[src/rtl/bp_call_ret.sv]
// bp_call_ret: pre-decode call/return/branch predictor between fetch and decode.
// Classifies each accepted fetch packet using RISC-V link-register hints
// (x1/x5), drives the return-address-stack push/pop/address lines, and
// registers a jump/next-PC prediction behind a single-entry valid/ready stage.
`ifndef ADDR_WIDTH
`define ADDR_WIDTH 32
`endif

module bp_call_ret (
  input  logic                     clk,
  input  logic                     rst,
  input  logic                     fetch_bp_valid,
  input  logic [`ADDR_WIDTH-1:0]   fetch_bp_pc,
  input  logic [31:0]              fetch_bp_instruction,
  output logic                     bp_fetch_ready,
  input  logic                     commit_bp_flush,
  output logic [`ADDR_WIDTH-1:0]   bp_ras_addr,
  output logic                     bp_ras_push,
  output logic                     bp_ras_pop,
  input  logic [`ADDR_WIDTH-1:0]   ras_bp_addr,
  output logic                     bp_decode_valid,
  output logic [`ADDR_WIDTH-1:0]   bp_decode_pc,
  output logic [31:0]              bp_decode_instruction,
  output logic                     bp_decode_jump,
  output logic [`ADDR_WIDTH-1:0]   bp_decode_next_pc,
  input  logic                     decode_bp_ready,
  output logic                     bp_csrf_call_add,
  output logic                     bp_csrf_ret_add
);

  localparam int AW = `ADDR_WIDTH;

  localparam logic [6:0] OPC_JAL    = 7'b1101111;
  localparam logic [6:0] OPC_JALR   = 7'b1100111;
  localparam logic [6:0] OPC_BRANCH = 7'b1100011;

  // x1 (ra) and x5 (t0) are the link registers used as call/return hints.
  function automatic logic is_link(input logic [4:0] r);
    return (r == 5'd1) || (r == 5'd5);
  endfunction

  // J-type immediate from instruction bits [31:12], sign-extended to AW.
  function automatic logic [AW-1:0] j_imm(input logic [19:0] f);
    logic [20:0] imm;
    imm = {f[19], f[7:0], f[8], f[18:9], 1'b0};
    return {{(AW-21){imm[20]}}, imm};
  endfunction

  // B-type immediate from bits [31:25] and [11:7], sign-extended to AW.
  function automatic logic [AW-1:0] b_imm(input logic [6:0] hi, input logic [4:0] lo);
    logic [12:0] imm;
    imm = {hi[6], lo[0], hi[5:0], lo[4:1], 1'b0};
    return {{(AW-13){imm[12]}}, imm};
  endfunction

  logic [6:0]    opcode_s;
  logic [4:0]    rd_s;
  logic [4:0]    rs1_s;
  logic          rd_link_s;
  logic          rs1_link_s;
  logic [AW-1:0] pc_plus4_s;
  logic [AW-1:0] b_imm_s;
  logic          fire_s;
  logic          jump_s;
  logic [AW-1:0] next_pc_s;
  logic          push_s;
  logic          pop_s;

  logic          valid_r;
  logic [AW-1:0] pc_r;
  logic [31:0]   instr_r;
  logic          jump_r;
  logic [AW-1:0] next_pc_r;
  logic          call_r;
  logic          ret_r;

  assign opcode_s   = fetch_bp_instruction[6:0];
  assign rd_s       = fetch_bp_instruction[11:7];
  assign rs1_s      = fetch_bp_instruction[19:15];
  assign rd_link_s  = is_link(rd_s);
  assign rs1_link_s = is_link(rs1_s);
  assign pc_plus4_s = fetch_bp_pc + AW'(32'd4);
  assign b_imm_s    = b_imm(fetch_bp_instruction[31:25], fetch_bp_instruction[11:7]);

  // Single-entry output stage: accept whenever empty or being drained.
  assign bp_fetch_ready = !valid_r || decode_bp_ready;
  assign fire_s         = fetch_bp_valid && bp_fetch_ready && !commit_bp_flush;

  // Classify the incoming packet and form the prediction and RAS intent.
  always_comb begin
    jump_s    = 1'b0;
    next_pc_s = pc_plus4_s;
    push_s    = 1'b0;
    pop_s     = 1'b0;
    case (opcode_s)
      OPC_JAL: begin
        jump_s    = 1'b1;
        next_pc_s = fetch_bp_pc + j_imm(fetch_bp_instruction[31:12]);
        push_s    = rd_link_s;
      end
      OPC_JALR: begin
        if (rd_link_s && rs1_link_s && (rd_s != rs1_s)) begin
          // Coroutine swap: return to the stacked address, push our own link.
          push_s    = 1'b1;
          pop_s     = 1'b1;
          jump_s    = 1'b1;
          next_pc_s = ras_bp_addr;
        end else if (rd_link_s) begin
          // Indirect call: target unknown here, only record the return address.
          push_s    = 1'b1;
        end else if (rs1_link_s) begin
          pop_s     = 1'b1;
          jump_s    = 1'b1;
          next_pc_s = ras_bp_addr;
        end else begin
          push_s    = 1'b0;
          pop_s     = 1'b0;
        end
      end
      OPC_BRANCH: begin
        // Backward-taken / forward-not-taken static prediction.
        if (b_imm_s[AW-1]) begin
          jump_s    = 1'b1;
          next_pc_s = fetch_bp_pc + b_imm_s;
        end else begin
          jump_s    = 1'b0;
          next_pc_s = pc_plus4_s;
        end
      end
      default: begin
        jump_s    = 1'b0;
        next_pc_s = pc_plus4_s;
      end
    endcase
  end

  // RAS control lines are only live for a packet that actually fires.
  always_comb begin
    bp_ras_push = 1'b0;
    bp_ras_pop  = 1'b0;
    bp_ras_addr = '0;
    if (fire_s) begin
      bp_ras_push = push_s;
      bp_ras_pop  = pop_s;
      bp_ras_addr = push_s ? pc_plus4_s : '0;
    end else begin
      bp_ras_push = 1'b0;
      bp_ras_pop  = 1'b0;
      bp_ras_addr = '0;
    end
  end

  // Output register: flush beats fire beats drain; stalls hold everything.
  always_ff @(posedge clk) begin
    if (rst) begin
      valid_r   <= 1'b0;
      pc_r      <= '0;
      instr_r   <= 32'd0;
      jump_r    <= 1'b0;
      next_pc_r <= '0;
      call_r    <= 1'b0;
      ret_r     <= 1'b0;
    end else if (commit_bp_flush) begin
      valid_r   <= 1'b0;
      call_r    <= 1'b0;
      ret_r     <= 1'b0;
    end else if (fire_s) begin
      valid_r   <= 1'b1;
      pc_r      <= fetch_bp_pc;
      instr_r   <= fetch_bp_instruction;
      jump_r    <= jump_s;
      next_pc_r <= next_pc_s;
      call_r    <= push_s;
      ret_r     <= pop_s;
    end else begin
      call_r    <= 1'b0;
      ret_r     <= 1'b0;
      if (decode_bp_ready) begin
        valid_r <= 1'b0;
      end
    end
  end

  assign bp_decode_valid       = valid_r;
  assign bp_decode_pc          = pc_r;
  assign bp_decode_instruction = instr_r;
  assign bp_decode_jump        = jump_r;
  assign bp_decode_next_pc     = next_pc_r;
  assign bp_csrf_call_add      = call_r;
  assign bp_csrf_ret_add       = ret_r;

endmodule

[config.mk]
export PLATFORM = sky130hd
export DESIGN_NAME = bp_call_ret
export DESIGN_NICKNAME = d
export VERILOG_FILES = /design/src/rtl/bp_call_ret.sv
export SDC_FILE = /design/constraint.sdc
export NUM_CORES = 1
export LEC_CHECK = 0
export ABC_AREA = 1
export CORE_UTILIZATION = 54
export CTS_BUF_LIST = sky130_fd_sc_hd__clkbuf_16
export CTS_CLUSTER_DIAMETER = 100
export DETAILED_ROUTE_END_ITERATION = 8
export HOLD_SLACK_MARGIN = 0.03
export PLACE_DENSITY_LB_ADDON = 0.12
export SYNTH_ARGS = -nofsm -noshare
export SYNTH_HDL_FRONTEND = slang
export SYNTH_SLANG_ARGS = --single-unit
[constraint.sdc]
create_clock -name clk -period 3.3 [get_ports clk]
set_input_delay 0.825 -clock clk [delete_from_list [all_inputs] [get_ports clk]]
set_output_delay 0.825 -clock clk [all_outputs]
set_load 0.05 [all_outputs]
==> results by group, run 1 <==
Run status
  – Status: aborted with a tool error
  – Failing step: global routing
  – Tool Error: [ERROR GRT-0232] Routing congestion too high. Check the congestion heatmap in the GUI.

Placed design
  – PortBufs: 235
  – Dpl hpwl: 31.6 mm
  – Placer's final routability congestion estimate: 1.06

Logic synthesis
  – Largest area contributor in the netlist: dfxtp_1
  – Asr flop ratio synth: 0%
  – Synth area leaders: dfxtp_1 (22%), nand2_1 (19%), nor2_1 (11%)
  – Post-synth EDFFs: 0
  – Sequential cell area fraction in the yosys report: 22.4%
  – Syn Area/Cell: 5.73 sq um
  – Netlist cell types: 49
  – Top_reg_cell synth: dfxtp_1
  – Synth Cell Area: 8940 sq um
  – Synth Net Count: 1706
  – Synth warnings: 0
  – Synth top area share: 22.4%
  – Syn Inst Count: 1559
  – Yosys reg bits: 100

CTS
  – Clk sink count: 100
  – Clk buf depth: 2
  – CTS Buf Count: 9
  – CTS Hold Bufs: 0
  – H-tree Lvls: 3
  – CTS root buffer: clkbuf_16

Global routing
  – Global Route Usage Sum: 69.2%
  – Largest net degree at the start of global routing: 70
  – Remaining Overflow, GRT: 62

Timing
  – Worst_ep kind: sequential cell input
  – Worst_ep grt: bp_decode_next_pc[25]$_SDFFE_PP0P_/D

Floorplan
  – Die X: 131 um
  – I/O pin count: 236
  – Die H: 131 um
  – Starting Density: 55.8%
  – Core Rows: 46
-- cell families after synthesis --
family                   after synthesis  synth area share, %
flip-flops                           100                 22.4
AO/OA/AOI/OAI                        255                 15.3
AND/OR/NAND/NOR                      887                 42.4
XOR/XNOR                              28                 2.74
buffers and inverters                243                 10.6
adder cells (fa/ha/maj)               46                 6.61
-- synth_stat cells, drive strengths merged (3+ instances only) --
library cell	instances
nand2	451
nor2	277
inv	198
a21oi	114
o21ai	110
dfxtp	100
nand3	100
ha	44
nor3	29
clkbuf	23
buf	21
xor2	16
nand4	12
xnor2	12
nand3b	10
o21bai	7
o21a	6
or2	5
a21o	3
a31oi	3
o211ai	3
-- repair_timing --
item / in CTS
pin swaps: 13
endpoints found under the setup margin: 33
resized for setup: 92
cloned: 4
buffers inserted: 6
-- layer usage --
layer,GRT overflow,global-route usage (%)
met1,1,72.5
met5,0,25.6
met3,2,48.1
met4,33,66.4
met2,26,87.2
-- through the flow --
| step | worst slack [ns] | cells | area, sq um | hold slack, ns | util (%) |
|---|---|---|---|---|---|
| 2_1_floorplan | 0.0336 | 1559 | 8940 | 0.681 | - |
| 3_3_place_gp | -0.268 | 2163 | 13200 | 0.456 | 82.5 |
| 3_5_place_dp | -0.385 | 2163 | 13200 | 0.492 | 82.5 |
| 4_1_cts | 0.00291 | 2188 | 13800 | 0.502 | 86.4 |
==> run 2: changes to the inputs <==
==> config.mk (replaced) <==
export PLATFORM = sky130hd
export DESIGN_NAME = bp_call_ret
export DESIGN_NICKNAME = d
export VERILOG_FILES = /design/src/rtl/bp_call_ret.sv
export SDC_FILE = /design/constraint.sdc
export NUM_CORES = 1
export LEC_CHECK = 0
export ABC_AREA = 1
export CORE_UTILIZATION = 40
export DETAILED_ROUTE_END_ITERATION = 8
export PLACE_DENSITY_LB_ADDON = 0.15
export SYNTH_ARGS = -nofsm -noshare
export SYNTH_HDL_FRONTEND = slang
export SYNTH_SLANG_ARGS = --single-unit
==> results by group, run 2 <==
Logic synthesis
  – Top_reg_cell synth: dfxtp_1
  – Syn Inst Count: 1559 (unchanged)
  – Commonest cells post-synth: nand2_1 (442), nor2_1 (266), inv_1 (172)
  – Synth Net Count: 1706 (unchanged)
  – Asr flop ratio synth: 0% (unchanged)
  – Post-synth EDFFs: 0 (unchanged)
  – Sequential cell area fraction in the yosys report: 22.4% (unchanged)
  – Netlist cell types: 49 (unchanged)
  – Synth top area share: 22.4% (unchanged)
  – Largest area contributor in the netlist: dfxtp_1
  – Synth Cell Area: 8940 sq um (unchanged)
  – Yosys reg bits: 100 (unchanged)
  – Syn Area/Cell: 5.73 sq um (unchanged)
  – Synth warnings: 0 (unchanged)
  – Synth area leaders: dfxtp_1 (22%), nand2_1 (19%), nor2_1 (11%)
  – Most numerous cell in the Yosys netlist: nand2_1

Run status
  – Status: finished clean

Setup path
  – Crit path cell chain: clkdlybuf4s50_1 -> inv_2 -> nand2_1 -> nor3_2 -> buf_4 -> nand3_4 -> clkbuf_16 -> nor2_4 -> buf_12
  – Max incr delay on CP: 0.44 ns
  – CP Capture Type: primary output
  – Crit path max fanout: 8
  – CP max stage cell: clkdlybuf4s50_1
  – Setup CP Type: primary input to primary output
  – CP arrival: 2.46 ns
  – Req. time, crit path: 2.47 ns
  – Startpoint Class: primary input

Final layout
  – Post-layout nets: 2142
  – Most common cell after layout, fill and taps aside: nand2_1
  – Share of cells above drive strength 1: 21.4%
  – Most frequent cells in the layout: nand2_1 (435), nor2_1 (231), buf_4 (226), inv_1 (169), clkdlybuf4s50_1 (168)
  – Layout Area Growth over Synthesis: 59.2%
  – Fin util: 65.0%

CTS
  – Clk Latency, worst-skew pair: 0.37 ns
  – CTS root buffer: clkbuf_16
  – Clk sink count: 100 (unchanged)
  – Clk pin slew, worst setup/hold paths: 0.08 ns
  – H-tree Lvls: 3 (unchanged)
  – Clk buf depth: 2 (unchanged)
  – CTS tree: done
  – CTS Buf Count: 9 (unchanged)
  – CTS Hold Bufs: 0 (unchanged)

Timing
  – Final hold vios: 0
  – Skew final: 0.00937 ns
  – Rel. slew slack: 54.5%
  – Minimum clock period: 3.29 ns
  – Least-Margin Pin Slew: 0.682 ns
  – Setup ws final: 0.0132 ns
  – Fin Setup TNS: 0 ns
  – Slew Limit Fails: 0
  – Fin crit share: 99.6%
  – Fmax: 304 MHz
  – WHS: 0.488 ns
  – Setup Viol. Count Final: 0

Job
  – Max-Cap Viols: 0

Floorplan
  – Die X: 151 um (+16%)
  – I/O pin count: 236 (unchanged)
  – Die Area: 22900 sq um
  – Starting Density: 40.8% (-15 points)
  – Core Rows: 54 (+17%)
  – Die H: 151 um (+16%)
  – Core area: 21900 sq um

Min path
  – Worst hold path type: register to register

Global routing
  – Global Route Usage Sum: 36.6%
  – Initial antenna violation count: 2
  – First-pass GRT wire length: 62.3 mm
  – Vias in the first global route: 11200
  – Largest net degree at the start of global routing: 116
  – Remaining Overflow, GRT: 0

Placed design
  – Post-place setup slack: -0.393 ns (-0.00799 ns)
  – Dpl hpwl: 33.4 mm (+5.7%)
  – PortBufs: 235 (unchanged)
  – Placer's final routability congestion estimate: 0.966 (-8.8%)

Routing
  – Final ANT Viol Nets: 0
  – Avg WL per Cell: 18.5 um
  – Via count: 11800
  – Routed WL: 42.3 mm
  – Iter 0 DRT Violations: 884
  – DRC viols: 0
  – Vias/cell: 5.18
  – Drt pass-1 iters: 6

Power
  – LEAKAGE: 6.89 nW
  – Max VDD drop: 0.232 mV
  – Total design power: 4.24 mW
  – Net switching power: 1.74 mW
  – Switching Share: 40.9%
  – Combinational Power Share: 42.4%
  – Cell Pwr Density: 298 nW/um^2
  – Seq pwr share: 31.1%
  – Clock share of power: 26.4%
  – Int Pwr: 2.51 mW
==> run 2: cell counts after synthesis <==
Identical to the previous run, type by type.
==> run 2: kinds of logic after synthesis <==
logic type / count (synthesis) / synth area share [%]
buffers and inverters: 243 / 10.6
xor gates and xnor gates: 28 / 2.74
AOI/OAI and AO/OA: 255 / 15.3
DFF: 100 / 22.4
and+or+nand+nor: 887 / 42.4
adders and majority gates: 46 / 6.61
==> run 2: critical path: cells and delay by family <==
family | cells | cell delay [ns]
simple gates | 4 | 0.51
buf+inv | 5 | 1.12
==> run 2: final timing paths <==
path,startpoint,to,slack [ns],depth (start not counted)
worst min register to register,bp_decode_pc[0],bp_decode_pc[0],0.49,2
worst max-delay path,fetch_bp_instruction[8],bp_ras_addr[14],0.01,9
worst min-delay path,bp_decode_pc[0],bp_decode_pc[0],0.49,2
worst max register to register,bp_decode_valid,bp_decode_next_pc[16],1.26,11
==> run 2: repair_timing <==
action                     4_1_cts  5_1_grt
hold endpoints to repair         0        0
setup endpoints to repair       33       34
cloned                           1        2
setup buffers                    0        3
resized for setup               89       55
pin swaps                        6       17
==> run 2: layout make-up <==
cell class / instances / area [sq um]
Antenna cell: 1 / 2.50
Clock buffer: 9 / 225
Clock inverter: 7 / 67.6
Fill cell: 2067 / 7660
Inverter: 199 / 747
Multi-Input combinational cell: 1216 / 6330
Sequential cell: 100 / 2000
Tap cell: 280 / 350
Timing Repair Buffer: 469 / 4510
==> run 2: metrics by stage <==
stage,std cells,area [sq um]
2_1_floorplan,1559,8940
3_3_place_gp,2258,13500
3_5_place_dp,2258,13500
4_1_cts,2275,14100
5_1_grt,2281,14200
6_report,2281,14200
==> run 2: routing by layer <==
metal	wire (um)	up-vias	track usage [%]
met5	0	-	0
met4	1890	0	16.0
met3	3610	100	7.22
met2	18700	529	59.5
met1	18100	5320	46.8
li1	-	5859	-
==> run 2: power groups by stage <==
| stage | logic [mW] | registers (mW) | clock network (mW) |
|---|---|---|---|
| after floorplan | 0.677 | 1.61 | 0 |
| after global placement | 1.75 | 1.35 | 0 |
| after detailed placement | 1.76 | 1.35 | 0 |
| after CTS | 1.77 | 1.32 | 1.13 |
| after global routing | 1.94 | 1.33 | 1.17 |
| final | 1.80 | 1.32 | 1.12 |
(Power assumes the default switching activity.)
==> run 3: changes to the inputs <==
--- a/config.mk
+++ b/config.mk
@@ -9,6 +9,7 @@
 export CORE_UTILIZATION = 40
 export DETAILED_ROUTE_END_ITERATION = 8
 export PLACE_DENSITY_LB_ADDON = 0.15
+export RECOVER_POWER = 25
 export SYNTH_ARGS = -nofsm -noshare
 export SYNTH_HDL_FRONTEND = slang
 export SYNTH_SLANG_ARGS = --single-unit
==> results by group, run 3 (synthesized netlist as in run 2, its figures left out) <==
Run status
  – Failing checks: capacitance limit, slew limit
  – Status: complete, but fails checks

Setup path
  – Crit path max fanout: 8 (unchanged)
  – CP Capture Type: primary output
  – Startpoint Class: primary input
  – CP arrival: 2.47 ns (about the same)
  – Setup CP Type: primary input to primary output
  – Critical R2R Launch: bp_decode_valid
  – Worst r2r path cells: 11 (unchanged)
  – FF-to-FF End: bp_decode_next_pc[16]
  – Req. time, crit path: 2.47 ns (about the same)
  – R2R Setup Slk: 1.27 ns (about the same)

Routing
  – Via count: 11800 (-0.16%)
  – Routed WL: 42.2 mm (-0.27%)
  – Vias/cell: 5.17 (-0.16%)
  – Final ANT Viol Nets: 0 (unchanged)
  – Iter 0 DRT Violations: 823 (-6.9%)
  – DRC viols: 0 (unchanged)
  – Avg WL per Cell: 18.5 um (-0.27%)
  – Drt pass-1 iters: 5 (-1)

Timing
  – Setup Viol. Count Final: 0 (unchanged)
  – Fin crit share: 99.7% (+0.12 points)
  – Final hold vios: 0 (unchanged)
  – Least-Margin Pin Slew: 1.71 ns (+1.02 ns)
  – Fmax: 304 MHz (-0.12%)
  – Minimum clock period: 3.29 ns (+0.00393 ns)
  – Slew Limit Fails: 32 (+32)
  – WHS: 0.488 ns (+0.000197 ns)
  – Fin Setup TNS: 0 ns (unchanged)
  – Skew final: 0.00889 ns (-0.000475 ns)
  – Setup ws final: 0.00929 ns (-0.00393 ns)
  – Rel. slew slack: -13.7% (-68 points)

CTS
  – Clk buf depth: 2 (unchanged)
  – CTS root buffer: clkbuf_16
  – CTS Hold Bufs: 0 (unchanged)
  – Clk sink count: 100 (unchanged)
  – Clk pin slew, worst setup/hold paths: 0.08 ns (about the same)
  – CTS Buf Count: 9 (unchanged)
  – Clk Latency, worst-skew pair: 0.37 ns (about the same)
  – CTS tree: done
  – H-tree Lvls: 3 (unchanged)

Floorplan
  – Die Area: 22900 sq um (unchanged)
  – Core area: 21900 sq um (unchanged)
  – I/O pin count: 236 (unchanged)
  – Die X: 151 um (unchanged)
  – Core Rows: 54 (unchanged)
  – Starting Density: 40.8% (unchanged)
  – Die H: 151 um (unchanged)

Power
  – Max VDD drop: 0.231 mV (-0.63%)
  – LEAKAGE: 6.89 nW (about the same)
  – Total design power: 4.25 mW (about the same)
  – Cell Pwr Density: 299 nW/um^2 (about the same)

Final layout
  – Layout Area Growth over Synthesis: 59.1% (about the same)
  – Most frequent cells in the layout: nand2_1 (435), nor2_1 (231), buf_4 (224), inv_1 (169), clkdlybuf4s50_1 (166)
  – Post-layout nets: 2142 (unchanged)
  – Non-Filler Instances: 2281 (unchanged)
  – Most common cell after layout, fill and taps aside: nand2_1
  – Multi-input logic area: 6330 sq um (unchanged)
  – Register Area: 2000 sq um (unchanged)
  – Fillers: 2067 (unchanged)
  – Share of cells above drive strength 1: 21.3% (-0.050 points)

Placed design
  – Dpl hpwl: 33.4 mm (unchanged)
  – Post-place setup slack: -0.393 ns (unchanged)
  – Placer's final routability congestion estimate: 0.966 (unchanged)
  – Placed cells: 2258 (unchanged)
  – PortBufs: 235 (unchanged)

Min path
  – Worst Hold Depth: 2 (unchanged)
  – Hold Crit Endpoint: bp_decode_pc[0]
  – Hold Path Origin: bp_decode_pc[0]
  – Worst hold path type: register to register

Global routing
  – First-pass GRT wire length: 62.3 mm (unchanged)
  – Remaining Overflow, GRT: 0 (unchanged)
  – Global Route Usage Sum: 36.6% (unchanged)
  – Initial antenna violation count: 2 (unchanged)
  – Vias in the first global route: 11200 (unchanged)
  – Largest net degree at the start of global routing: 116 (unchanged)

Job
  – Max-Cap Viols: 1 (+1)
## run 3: cell count changes in the layout (fill, tap and decap cells not counted), sizes merged
cell           before  now
dlygate4sd3         0    2
buf               266  264
clkbuf             21   23
clkdlybuf4s50     168  166
## run 3: area by class of cell
type	count	area share, %
multi-input combinational	1216	44.5
timing repair buffer	469	31.6
sequential	100	14.1
inverter	199	5.25
tap	280	2.46
clock buffer	9	1.58
clock inverter	7	0.475
antenna	1	0.0176
## run 3: repair_timing
item                       CTS  global route
pin swaps                    6            17
setup endpoints to repair   33            34
cloned                       1             2
buffers inserted             0             3
gates resized for setup     89            55
## run 3: report_power, final
part / total, mW / internal [mW] / switching (mW)
logic: 1.80 / 0.692 / 1.11
clock network: 1.13 / 0.533 / 0.594
registers: 1.32 / 1.28 / 0.0384
## run 3: how the worst max path moves through the flow
stage	to	startpoint	cells past startpoint
2_1_floorplan	bp_ras_addr[16]	fetch_bp_pc[2]	8
5_1_grt	bp_ras_addr[19]	fetch_bp_instruction[8]	9
6_report	bp_ras_addr[14]	fetch_bp_instruction[8]	9
3_3_place_gp	bp_ras_addr[26]	fetch_bp_pc[2]	9
4_1_cts	bp_ras_addr[12]	fetch_bp_instruction[6]	9
3_5_place_dp	bp_ras_addr[26]	fetch_bp_pc[2]	9
## run 3: critical path, cell delays in order
cell             delay [ns]
clkdlybuf4s50_1        0.44
inv_2                  0.10
nand2_1                0.07
nor3_2                 0.12
buf_4                  0.16
nand3_4                0.17
clkbuf_16              0.27
nor2_4                 0.15
buf_12                 0.15
## run 3: stage by stage
step           util, %  cell area (sq um)
4_1_cts           64.2              14100
5_1_grt           65.0              14200
6_report          65.0              14200
3_3_place_gp      61.9              13500
2_1_floorplan        -               8940
3_5_place_dp      61.9              13500
## run 3: routing by layer
metal  global-route usage [%]  vias to the layer above  part of all wire [%]
li1                         -                     5851                     -
met1                     46.8                     5308                    43
met2                     59.5                      533                    44
met3                     7.22                       97                   8.6
met4                     16.0                        0                   4.4
met5                        0                        -                     0
==> patch, RTL diff (flow settings as in run 3) <==
Change the macro `ADDR_WIDTH` from 32 to 64.
--- a/src/rtl/bp_call_ret.sv
+++ b/src/rtl/bp_call_ret.sv
@@ -5,3 +5,3 @@
 `ifndef ADDR_WIDTH
-`define ADDR_WIDTH 32
+`define ADDR_WIDTH 64
 `endif
Interface: changed (5 resized); port bits go from 236 to 396. The function was not compared with the original's and may differ.
==> patch against run 3 <==
- count of clock-buffer cells in the layout rose by 10
- the run ends with DRC, setup timing left
- design area rose by 110%
- power rose by 98%
- routed wire length rose to 2.7 times the old value
- combinational power rose by 110%
- setup slack got worse by 0.18 ns
- first-iteration DRC count rose to 4.3 times the old value
- register-to-register slack got worse by 0.60 ns
- sequential power rose by 67%
- area after synthesis rose by 90%
- sequential cell count rose by 64
==> patch: results (changes against run 3) <==
* Status: finished with violations
* Failing checks: DRC, setup timing
* Final setup viols at 55 (+55)
* CTS Buf Count at 17 (+8)
* CTS H-tree depth at 4 (+1)
* Hold Slack at 0.467 ns (-0.0211 ns)
* Largest net degree at the start of global routing at 108 (-6.9%)
* Setup TNS at -2.96 ns (-2.96 ns)
* DRC at 6 (+6)
* Hold path endpoint: bp_decode_next_pc[40]$_SDFFE_PP0P_
* Wirelength per Cell at 24.1 um (+30%)
* PortBufs at 395 (+68%)
* Seq. pwr at 0.00221 W (+67%)
* P_clk at 0.00239 W (+110%)
* Layout overhead on the synthesized area at 72.4%
* DPL Wire Length at 85.5 mm (+160%)
* Placed insts at 4,609 (+100%)
* DP Worst Slack at -0.714 ns (-0.321 ns)
* Register-to-register setup slack at 0.67 ns (-0.60 ns)
* Final worst slack at -0.173 ns (-0.182 ns)
* RD Place Congestion at 1.09 (+13%)
* Vias in the first global route at 25,700 (+130%)
* Worst reg2reg path endpoint: bp_decode_next_pc[23]$_SDFFE_PP0P_
* Syn nets at 3,342 (+96%)
* Max incr delay on CP at 0.26 ns (-0.18 ns)
* Nets at 4,396 (+110%)
* Setup Skew at 0.0173 ns (+0.00840 ns)
* Clk_lat worst skew at 0.53 ns (+0.16 ns)
* Via density at 5.77 (+12%)
* Part of the Yosys area used for sequential elements at 19.3% (-3.1 points)
* FF-to-FF path depth at 10 (-1)
* Initial antenna violation count at 5 (+3)
## patch: cell types whose count changed after synthesis, sizes merged, moves of 24 or more
| cell | before | now |
|---|---|---|
| nand4 | 12 | 41 |
| inv | 198 | 428 |
| nand3 | 100 | 221 |
| nor2 | 277 | 514 |
| nand2 | 451 | 931 |
| dfxtp | 100 | 164 |
| a21oi | 114 | 215 |
| xor2 | 16 | 45 |
| o21ai | 110 | 206 |
| nor3 | 29 | 53 |
| ha | 44 | 76 |
| clkbuf | 23 | 52 |
## patch: what timing repair did
item	CTS	global route
gates cloned	1	0
resized for setup	412	180
endpoints found under the setup margin	79	89
hold buffers	0	0
buffers inserted	48	20
pin swaps	73	58
## patch: worst max-delay path by stage
stage / start / to / slack (ns)
floorplan: fetch_bp_valid / bp_ras_addr[45] / -0.001
global placement: fetch_bp_pc[19] / bp_ras_addr[51] / -0.68
detailed placement: fetch_bp_pc[19] / bp_ras_addr[51] / -0.71
CTS: fetch_bp_pc[17] / bp_ras_addr[53] / -0.008
global route: fetch_bp_pc[13] / bp_ras_addr[62] / -0.15
finish: fetch_bp_pc[13] / bp_ras_addr[46] / -0.17
## patch: cell families after synthesis
group,synth area share (%)
and+or+nand+nor,44.7
AOI/OAI and AO/OA,15.7
buffers and inverters,11.5
DFF,19.3
xor gates and xnor gates,2.99
adders and majority gates,5.82
## patch: metal layers
layer	vias up	routed length, um	GRT usage (%)	share of wire [%]
met2	2158	47200	75.1	42
li1	12000	-	-	-
met4	6	13000	46.1	11
met5	-	54	0	0.048
met3	686	13000	11.4	11
met1	12300	40200	57.1	35
## patch: cell type report
type,instances,share of cell area [%]
antenna,3,0.0256
clock buffer,19,1.51
clock inverter,13,0.640
inverter,429,5.51
multi-input combinational,2422,43.9
sequential,164,11.2
tap,539,2.30
timing repair buffer,1119,34.9
